## config.mk

```make
export PLATFORM = sky130hd
export DESIGN_NAME = load_store_unit
export DESIGN_NICKNAME = d
export VERILOG_FILES = /design/src/rtl/load_store_unit.sv
export SDC_FILE = /design/constraint.sdc
export NUM_CORES = 1
export LEC_CHECK = 0
export ABC_AREA = 1
export CORE_MARGIN = 1
export CORE_UTILIZATION = 45
export CTS_CLUSTER_DIAMETER = 150
export DETAILED_ROUTE_END_ITERATION = 12
export GPL_ROUTABILITY_DRIVEN = 0
export PLACE_DENSITY_LB_ADDON = 0.05
export SYNTH_ARGS = -nofsm -noshare
export SYNTH_HDL_FRONTEND = slang
export SYNTH_SLANG_ARGS = --single-unit
```

## constraint.sdc

```tcl
create_clock -name clk -period 1.93 [get_ports clk]
set_clock_uncertainty 0.1 [all_clocks]
set_input_delay 0.193 -clock clk [delete_from_list [all_inputs] [get_ports clk]]
set_output_delay 0.193 -clock clk [all_outputs]
set_load 0.005 [all_outputs]
```

## src/rtl/load_store_unit.sv

```systemverilog
`default_nettype none
// ============================================================================
// Module      : load_store_unit
// Description : Initiator side of the data-memory interface. Takes one load
//               or store per request from the execute stage and sequences
//               single-cycle mem_read / mem_write pulses towards an
//               edge-sensitive 64-bit-wide data memory. Partial stores are
//               done as read-modify-write; loads extract the addressed lanes
//               with sign or zero extension.
//
// Ports       : clk, rst_n            clock, asynchronous active-low reset
//               req / req_ready       request handshake (transfer on both)
//               req_write, req_size,  store flag, size (0=B,1=H,2=W,3=D),
//               req_signed            sign-extend flag for loads
//               req_addr, req_data    byte address, right-aligned store data
//               resp_valid/resp_ready response handshake
//               resp_data, resp_error load result / misaligned-or-range flag
//               address, write_data   memory doubleword index and data
//               mem_read, mem_write   memory strobes (one-cycle pulses)
//               read_data             memory read data
//
// Revision    : 1.0  initial release
// ============================================================================
module load_store_unit #(
    parameter int DEPTH_LOG2  = 5,
    parameter bit CHECK_RANGE = 1'b1
) (
    input  logic        clk,
    input  logic        rst_n,
    input  logic        req,
    output logic        req_ready,
    input  logic        req_write,
    input  logic [1:0]  req_size,
    input  logic        req_signed,
    input  logic [63:0] req_addr,
    input  logic [63:0] req_data,
    output logic        resp_valid,
    input  logic        resp_ready,
    output logic [63:0] resp_data,
    output logic        resp_error,
    output logic [63:0] address,
    output logic [63:0] write_data,
    output logic        mem_read,
    output logic        mem_write,
    input  logic [63:0] read_data
);

    localparam logic [2:0] c_idle = 3'd0;
    localparam logic [2:0] c_rd   = 3'd1;
    localparam logic [2:0] c_rdw  = 3'd2;
    localparam logic [2:0] c_wr   = 3'd3;
    localparam logic [2:0] c_wre  = 3'd4;
    localparam logic [2:0] c_resp = 3'd5;

    logic [2:0]  r_state;
    logic        r_req_ready;
    logic        r_mem_read;
    logic        r_mem_write;
    logic [63:0] r_address;
    logic [63:0] r_write_data;
    logic        r_resp_valid;
    logic [63:0] r_resp_data;
    logic        r_resp_error;

    // Request fields captured at accept
    logic        r_write;
    logic [1:0]  r_size;
    logic        r_signed;
    logic [2:0]  r_off;
    logic [63:0] r_data;

    logic        w_misaligned;
    logic        w_out_of_range;
    logic        w_error;
    logic [63:0] w_index;
    logic [5:0]  w_shift;
    logic [63:0] w_lane_mask;
    logic [63:0] w_shifted;
    logic [63:0] w_load;
    logic [63:0] w_merged;

    // ------------------------------------------------------------------
    // Accept-time error detection
    // ------------------------------------------------------------------
    always_comb begin
        w_misaligned = 1'b0;
        case (req_size)
            2'd0:    w_misaligned = 1'b0;
            2'd1:    w_misaligned = req_addr[0];
            2'd2:    w_misaligned = |req_addr[1:0];
            default: w_misaligned = |req_addr[2:0];
        endcase
    end

    generate
        if (CHECK_RANGE) begin : g_range_check
            assign w_out_of_range = |req_addr[63:DEPTH_LOG2+3];
        end else begin : g_no_range_check
            assign w_out_of_range = 1'b0;
        end
    endgenerate

    assign w_error = w_misaligned | w_out_of_range;
    assign w_index = {{(64-DEPTH_LOG2){1'b0}}, req_addr[DEPTH_LOG2+2:3]};

    // ------------------------------------------------------------------
    // Lane handling. read_data is stable throughout the RDW cycle, so the
    // load result and the merged store word are formed directly from it
    // and captured into the response / write-data registers at the end of
    // RDW; those registers act as the read buffer.
    // ------------------------------------------------------------------
    assign w_shift = {r_off, 3'b000};

    always_comb begin
        w_lane_mask = 64'hFFFF_FFFF_FFFF_FFFF;
        case (r_size)
            2'd0:    w_lane_mask = 64'h0000_0000_0000_00FF;
            2'd1:    w_lane_mask = 64'h0000_0000_0000_FFFF;
            2'd2:    w_lane_mask = 64'h0000_0000_FFFF_FFFF;
            default: w_lane_mask = 64'hFFFF_FFFF_FFFF_FFFF;
        endcase
    end

    assign w_shifted = read_data >> w_shift;
    assign w_merged  = (read_data & ~(w_lane_mask << w_shift)) |
                       ((r_data & w_lane_mask) << w_shift);

    always_comb begin
        w_load = w_shifted;
        case (r_size)
            2'd0: w_load = r_signed ? {{56{w_shifted[7]}},  w_shifted[7:0]}
                                    : {56'd0, w_shifted[7:0]};
            2'd1: w_load = r_signed ? {{48{w_shifted[15]}}, w_shifted[15:0]}
                                    : {48'd0, w_shifted[15:0]};
            2'd2: w_load = r_signed ? {{32{w_shifted[31]}}, w_shifted[31:0]}
                                    : {32'd0, w_shifted[31:0]};
            default: w_load = w_shifted;
        endcase
    end

    // ------------------------------------------------------------------
    // Sequencer. Every output is a flop; strobes are set on entry to the
    // strobe state and cleared on exit, so each is a one-cycle pulse and
    // is always followed by a non-strobe state.
    // ------------------------------------------------------------------
    always_ff @(posedge clk or negedge rst_n) begin
        if (!rst_n) begin
            r_state      <= c_idle;
            r_req_ready  <= 1'b1;
            r_mem_read   <= 1'b0;
            r_mem_write  <= 1'b0;
            r_address    <= 64'd0;
            r_write_data <= 64'd0;
            r_resp_valid <= 1'b0;
            r_resp_data  <= 64'd0;
            r_resp_error <= 1'b0;
            r_write      <= 1'b0;
            r_size       <= 2'd0;
            r_signed     <= 1'b0;
            r_off        <= 3'd0;
            r_data       <= 64'd0;
        end else begin
            case (r_state)
                c_idle: begin
                    if (req) begin
                        r_write     <= req_write;
                        r_size      <= req_size;
                        r_signed    <= req_signed;
                        r_off       <= req_addr[2:0];
                        r_data      <= req_data;
                        r_address   <= w_index;
                        r_req_ready <= 1'b0;
                        if (w_error) begin
                            r_resp_valid <= 1'b1;
                            r_resp_error <= 1'b1;
                            r_resp_data  <= 64'd0;
                            r_state      <= c_resp;
                        end else if (req_write && (req_size == 2'd3)) begin
                            // Full doubleword store needs no read
                            r_write_data <= req_data;
                            r_mem_write  <= 1'b1;
                            r_state      <= c_wr;
                        end else begin
                            r_mem_read <= 1'b1;
                            r_state    <= c_rd;
                        end
                    end
                end
                c_rd: begin
                    r_mem_read <= 1'b0;
                    r_state    <= c_rdw;
                end
                c_rdw: begin
                    if (r_write) begin
                        r_write_data <= w_merged;
                        r_mem_write  <= 1'b1;
                        r_state      <= c_wr;
                    end else begin
                        r_resp_valid <= 1'b1;
                        r_resp_data  <= w_load;
                        r_resp_error <= 1'b0;
                        r_state      <= c_resp;
                    end
                end
                c_wr: begin
                    r_mem_write <= 1'b0;
                    r_state     <= c_wre;
                end
                c_wre: begin
                    r_resp_valid <= 1'b1;
                    r_resp_data  <= 64'd0;
                    r_resp_error <= 1'b0;
                    r_state      <= c_resp;
                end
                c_resp: begin
                    if (resp_ready) begin
                        r_resp_valid <= 1'b0;
                        r_req_ready  <= 1'b1;
                        r_state      <= c_idle;
                    end
                end
                default: begin
                    r_mem_read   <= 1'b0;
                    r_mem_write  <= 1'b0;
                    r_resp_valid <= 1'b0;
                    r_req_ready  <= 1'b1;
                    r_state      <= c_idle;
                end
            endcase
        end
    end

    assign req_ready  = r_req_ready;
    assign mem_read   = r_mem_read;
    assign mem_write  = r_mem_write;
    assign address    = r_address;
    assign write_data = r_write_data;
    assign resp_valid = r_resp_valid;
    assign resp_data  = r_resp_data;
    assign resp_error = r_resp_error;

endmodule
`default_nettype wire

```

Yosys cells after proc, flatten, opt, wreduce, memory -nomap -nowiden

Index checks and enable logic that the tools add are counted.

Flip-flop bits (word level): 212
Bits in latches: 0
RAM bits: 0
Bits in read-only memories: 0
Input port bits: 200
Memories: 0

$add $sub $neg: 0
Multiply operators: 0
Div/mod/pow operators: 0
$lt $le $gt $ge: 0
Equality and inequality tests: 18
Shift-type cells: 3
Muxes and demuxes: 40
Bitwise operators: 9
Reductions and logical operators: 21

Operator list:

| operator                                                        | count |
|---|---|
| 64-bit two-way mux                                              | 10 |
| 64-bit one-hot mux with 3 select lines                          | 3 |
| 64-bit bitwise AND                                              | 2 |
| 64-bit one-hot mux with 2 select lines                          | 1 |
| 64-bit by 6-bit << shifter with 64-bit output                   | 2 |
| 64-bit NOT                                                      | 1 |
| 64-bit OR                                                       | 1 |
| 64-bit by 6-bit >> shifter with 64-bit output                   | 1 |
| 56-bit OR reduction                                             | 1 |
| 3-bit one-hot mux with 6 select lines                           | 1 |
| 2-bit != test, second input constant                            | 8 |
| 5-bit AND reduction                                             | 3 |
| 1-bit two-way mux                                               | 14 |
| 3-bit two-way mux                                               | 4 |
| 1-bit one-hot mux with 3 select lines                           | 4 |
| 4-bit AND reduction                                             | 2 |
| 4-bit OR reduction                                              | 2 |
| 2-bit == test, second input constant                            | 3 |
| 3-bit by 2-bit == test with 1-bit output, second input constant | 2 |
| 3-bit == test, second input constant                            | 2 |
| 3-bit OR reduction                                              | 2 |
| 1-bit one-hot mux with 5 select lines                           | 1 |
| 2-bit by 1-bit == test with 1-bit output, second input constant | 2 |
| 2-bit logical NOT                                               | 2 |
| 12 further kinds                                                | 17 |

Logic depth before layout (Yosys ltp)

Depth in word-level cells: 8
Depth in mapped cells: 13

Worst setup path before layout

OpenSTA, ideal clock, no wires.

Kind: register to register
Start: register r_off[1]
End: register r_resp_data[16] (netlist: resp_data[16])
Arrival time: 1455 ps
Slack: 257 ps
Cell stages (with the launch flop): 10
Clock period less this slack: 1673 ps
Cell sequence: dfrtp_1 -> inv_2 -> buf_2 -> buf_4 -> clkbuf_1 -> nand2_1 -> a21oi_1 -> o21ai_0 -> nand2_1 -> nand2_1

Longest elaborated chain between the ends: 5

Ends and longest elaborated chain:

| item                                            | RTL line      | RTL |
|---|---|---|
| start, declared                                 | 69            | `logic [2:0] r_off;` |
| start signal, assigned                          | 169           | `r_off <= req_addr[2:0];` |
| 64-bit by 6-bit >> shifter with 64-bit output * | 124           | `assign w_shifted = read_data >> w_shift;` |
| 64-bit two-way mux (on tied branches)           | 135, 131, 133 |  |
| 64-bit one-hot mux with 3 select lines *        | 130           | `case (r_size)` |
| 64-bit two-way mux *                            | 194           | `if (r_write) begin` |
| 64-bit one-hot mux with 3 select lines *        | 163           | `case (r_state)` |
| end signal, assigned                            | 200           | `r_resp_data <= w_load;` |
| end, declared                                   | 62            | `logic [63:0] r_resp_data;` |

Every way passes the cells marked *; elsewhere a longest branch is shown, timed or not. The select of a mux whose other input is x is not followed.
A chain may end at the register's enable or synchronous reset.

Worst setup path in the final report

Start: register r_off[0]
End: register r_write_data[20] (netlist: write_data[20])

Longest elaborated chain between the ends: 6

Ends and longest elaborated chain:

| item                                          | RTL line | RTL |
|---|---|---|
| 64-bit by 6-bit << shifter with 64-bit output | 125      | `assign w_merged = (read_data & ~(w_lane_mask << w_shift)) \|` |
| 64-bit NOT                                    | 125      |  |
| 64-bit bitwise AND                            | 125      |  |
| 64-bit OR *                                   | 125      |  |
| 64-bit two-way mux *                          | 194      |  |
| 64-bit one-hot mux with 2 select lines *      | 163      |  |
| end signal, assigned                          | 180      | `r_write_data <= req_data;` |
| end signal, assigned                          | 195      | `r_write_data <= w_merged;` |
| end, declared                                 | 60       | `logic [63:0] r_write_data;` |

Marks and branches as above.

==> flow_summary.json <==
{
  "outcome": "finished with violations",
  "violations": "negative setup slack",
  "synthMuxAreaShare_pct": 2.63,
  "synthArstFlopShare_pct": 100,
  "postSynthCellCount": 2053,
  "track_usage_pct": 33.5,
  "yosys-top-cells-count": "nand2_1 (759), nand3_1 (232), dfrtp_1 (211), o21ai_0 (138), nor2_1 (130)",
  "place_inst": 2762,
  "cp_max_fo": 8,
  "overflow": 0,
  "rows": 63,
  "crit_path_cell_trace": "clkbuf_16 -> nand2_1 -> nand2_1 -> nand2_1 -> nand2_4 -> nand2_4 -> a21oi_4 -> nand2_1 -> o21ai_0 -> o21ai_1",
  "grt_pass1_wl_mm": 81.1,
  "drt-pass1-iter-count": 7,
  "synthAdderAreaFrac_pct": 0,
  "swShare_pct": 46.4,
  "via_per_inst": 5.60,
  "fp.dieH_um": 178,
  "ctsHtreeMaxLevel": 1,
  "yosys_warnings": 0,
  "synth_top_family_by_area": "simple AND/OR/NAND/NOR gates",
  "cp-start-kind": "flop",
  "max_stage_delay_ns": 0.53,
  "portBuffers": 337,
  "hp-class": "in -> async",
  "post-synth-top-count-cell": "nand2_1",
  "drt_iter0_drc": 1775,
  "syn_to_final_growth_pct": 44.5,
  "p_sw_mw": 15.1,
  "routed_wl_mm": 56.0,
  "place_ws_ns": -0.197,
  "cts_root_buffer": "clkbuf_16",
  "slowest_stage": "dfrtp_4",
  "fmax_mhz": 494,
  "grt_pass1_vias": 14400,
  "final_max_slew_viol_count": 0,
  "die-area_um2": 31500,
  "finalNonFillerCells": 2836,
  "whs_ns": 0.0963,
  "grt_antenna_before_repair": 1,
  "wire_per_inst_um": 19.7,
  "drc": 0,
  "synthFlopType": "dfrtp_1",
  "synthDominantCellAreaShare_pct": 38.1,
  "core_um2": 30000,
  "utilization_pct": 66.9,
  "netlist_area_um2": 13900,
  "synth_top_area_cell": "dfrtp_1",
  "multi_input_area_um2": 8030,
  "power_frac_clock_pct": 13.6,
  "insertion_delay_ns": 0.55,
  "fillers": 2593,
  "drive_above_1_share_pct": 16.5,
  "setup_viol": 58,
  "drv_cap": 0,
  "fin_ws_ns": -0.0963,
  "ant_nets": 0,
  "p_per_area_nw_per_um2": 1620,
  "synth_edf_count": 0,
  "cp_common_cell": "nand2_1",
  "power_frac_seq_pct": 23.1,
  "p_leak_nw": 9.46,
  "vias": 15900,
  "critPathKind": "reg -> reg",
  "synth-simple-area-share_pct": 33.8,
  "ys_seq_elements": 212,
  "rsz0062_at_grt": "yes",
  "worstPathRequired_ns": 2.25,
  "cts_buffers": 23,
  "tritoncts": "done",
  "yosys.cell_types.count": 39,
  "ys_seq_area_share_pct": 38.3,
  "die_w_um": 178,
  "crit_arrival_ns": 2.35,
  "clockBufferDepth": 3,
  "p_int_mw": 17.4,
  "syn_area_per_cell_um2": 6.76,
  "hpwl_mm": 41.4,
  "cts.sinks": 212,
  "min_period_ns": 2.03,
  "finalCritPeriodShare_pct": 105,
  "synthTopCellsByArea": "dfrtp_1 (38%), nand2_1 (21%), nand3_1 (8.4%), o21ai_0 (5.0%), a21oi_1 (4.2%)",
  "grt_max_degree": 80,
  "hold_viol": 0,
  "crit_path_end_kind": "flop",
  "synth_xor_area_share_pct": 0,
  "ir_drop_mv": 0.827,
  "clk_pin_slew_worst_paths_ns": 0.06,
  "io_pins": 397,
  "p_comb_share_pct": 63.3,
  "nets": 2627,
  "start_util_pct": 46.3,
  "ff_latch_area_um2": 5320,
  "synth_compound_area_share_pct": 14.6
}
-- routing by layer --
metal	up-vias	global-route usage, %	share of wire [%]
met2	946	53.3	46
li1	7355	-	-
met4	0	14.7	5.0
met3	176	4.03	8.8
met5	-	0	0
met1	7417	45.8	40
-- sequential cells by signal (all words and copies together), names as in the netlist --
name        flops
r_data         64
mem_read        1
r_write         1
address         5
resp_valid      1
req_ready       1
r_off           3
r_size          2
write_data     64
resp_data      64
resp_error      1
mem_write       1
r_state         3
r_signed        1
-- per-stage QoR --
step / TNS, ns / power (mW) / cell area (um^2)
2_1_floorplan: 0 / 17.6 / 14100
3_3_place_gp: -13.27 / 24.2 / 18000
3_5_place_dp: -20.74 / 24.5 / 18000
4_1_cts: -0.491 / 29.2 / 18900
5_1_grt: -8.76 / 34.4 / 20000
6_report: -2.30 / 32.4 / 20000
-- final cells by class --
type,count,area share (%)
clock inverters,10,0.537
inverters,90,1.82
well taps,390,2.43
multi-input cells,1610,40.1
repair buffers,489,25.4
flip-flops and latches,212,26.5
clock buffers,31,3.17
diodes,3,0.0375
repair inverters,1,0.0375
-- power by group through the flow --
stage	sequential, mW	combinational, mW	clock (mW)
3_5_place_dp	7.44	17.1	0
3_3_place_gp	7.45	16.8	0
4_1_cts	7.41	17.4	4.46
2_1_floorplan	7.17	10.4	0
6_report	7.50	20.5	4.41
5_1_grt	7.66	22.1	4.61
-- path summary, 6_finish.rpt --
check                                      end          from  cells after the start  slack, ns
worst max-delay path            write_data[20]      r_off[0]                     10       -0.1
worst min-delay path                  r_off[0]         rst_n                      2        0.1
worst max register to register  write_data[20]      r_off[0]                     10       -0.1
worst min register to register      resp_valid    resp_valid                      2       0.37
max in group asynchronous       write_data[58]         rst_n                      3       0.99
min in group clk                    r_data[59]  req_data[59]                      3       0.13
-- cell usage in the layout (no fill, tap or decap), types with 33 or more instances in the layout --
| cell | count |
|---|---|
| nand3_1 | 204 |
| dfrtp_1 | 206 |
| o21ai_1 | 72 |
| nor2_1 | 116 |
| clkdlybuf4s50_1 | 336 |
| a21oi_1 | 86 |
| inv_1 | 77 |
| nand2_1 | 723 |
| clkbuf_16 | 33 |
| o211ai_1 | 39 |
| conb_1 | 59 |
| buf_4 | 102 |
| o21ai_0 | 103 |
-- cells by family after synthesis --
| family | Yosys count |
|---|---|
| buffers and inverters | 289 |
| AOI/OAI and AO/OA | 372 |
| DFF | 212 |
| muxes | 33 |
| and+or+nand+nor | 1146 |
| other | 1 |
-- worst max-delay path, delay by kind of cell (launching register included) --
| kind | cells | cell delay, ns |
|---|---|---|
| flops | 1 | 0.53 |
| compound gates | 3 | 0.46 |
| simple gates | 6 | 0.63 |
| buf+inv | 1 | 0.20 |
-- timing repair --
item,4_1_cts,5_1_grt
endpoints found under the setup margin,84,119
hold buffers,1,0
gates resized for setup,32,207
hold endpoints to repair,212,0
cloned,1,14
setup buffers,0,14
pin swaps,2,39
No activity file was read; power rests on OpenSTA's default activity.
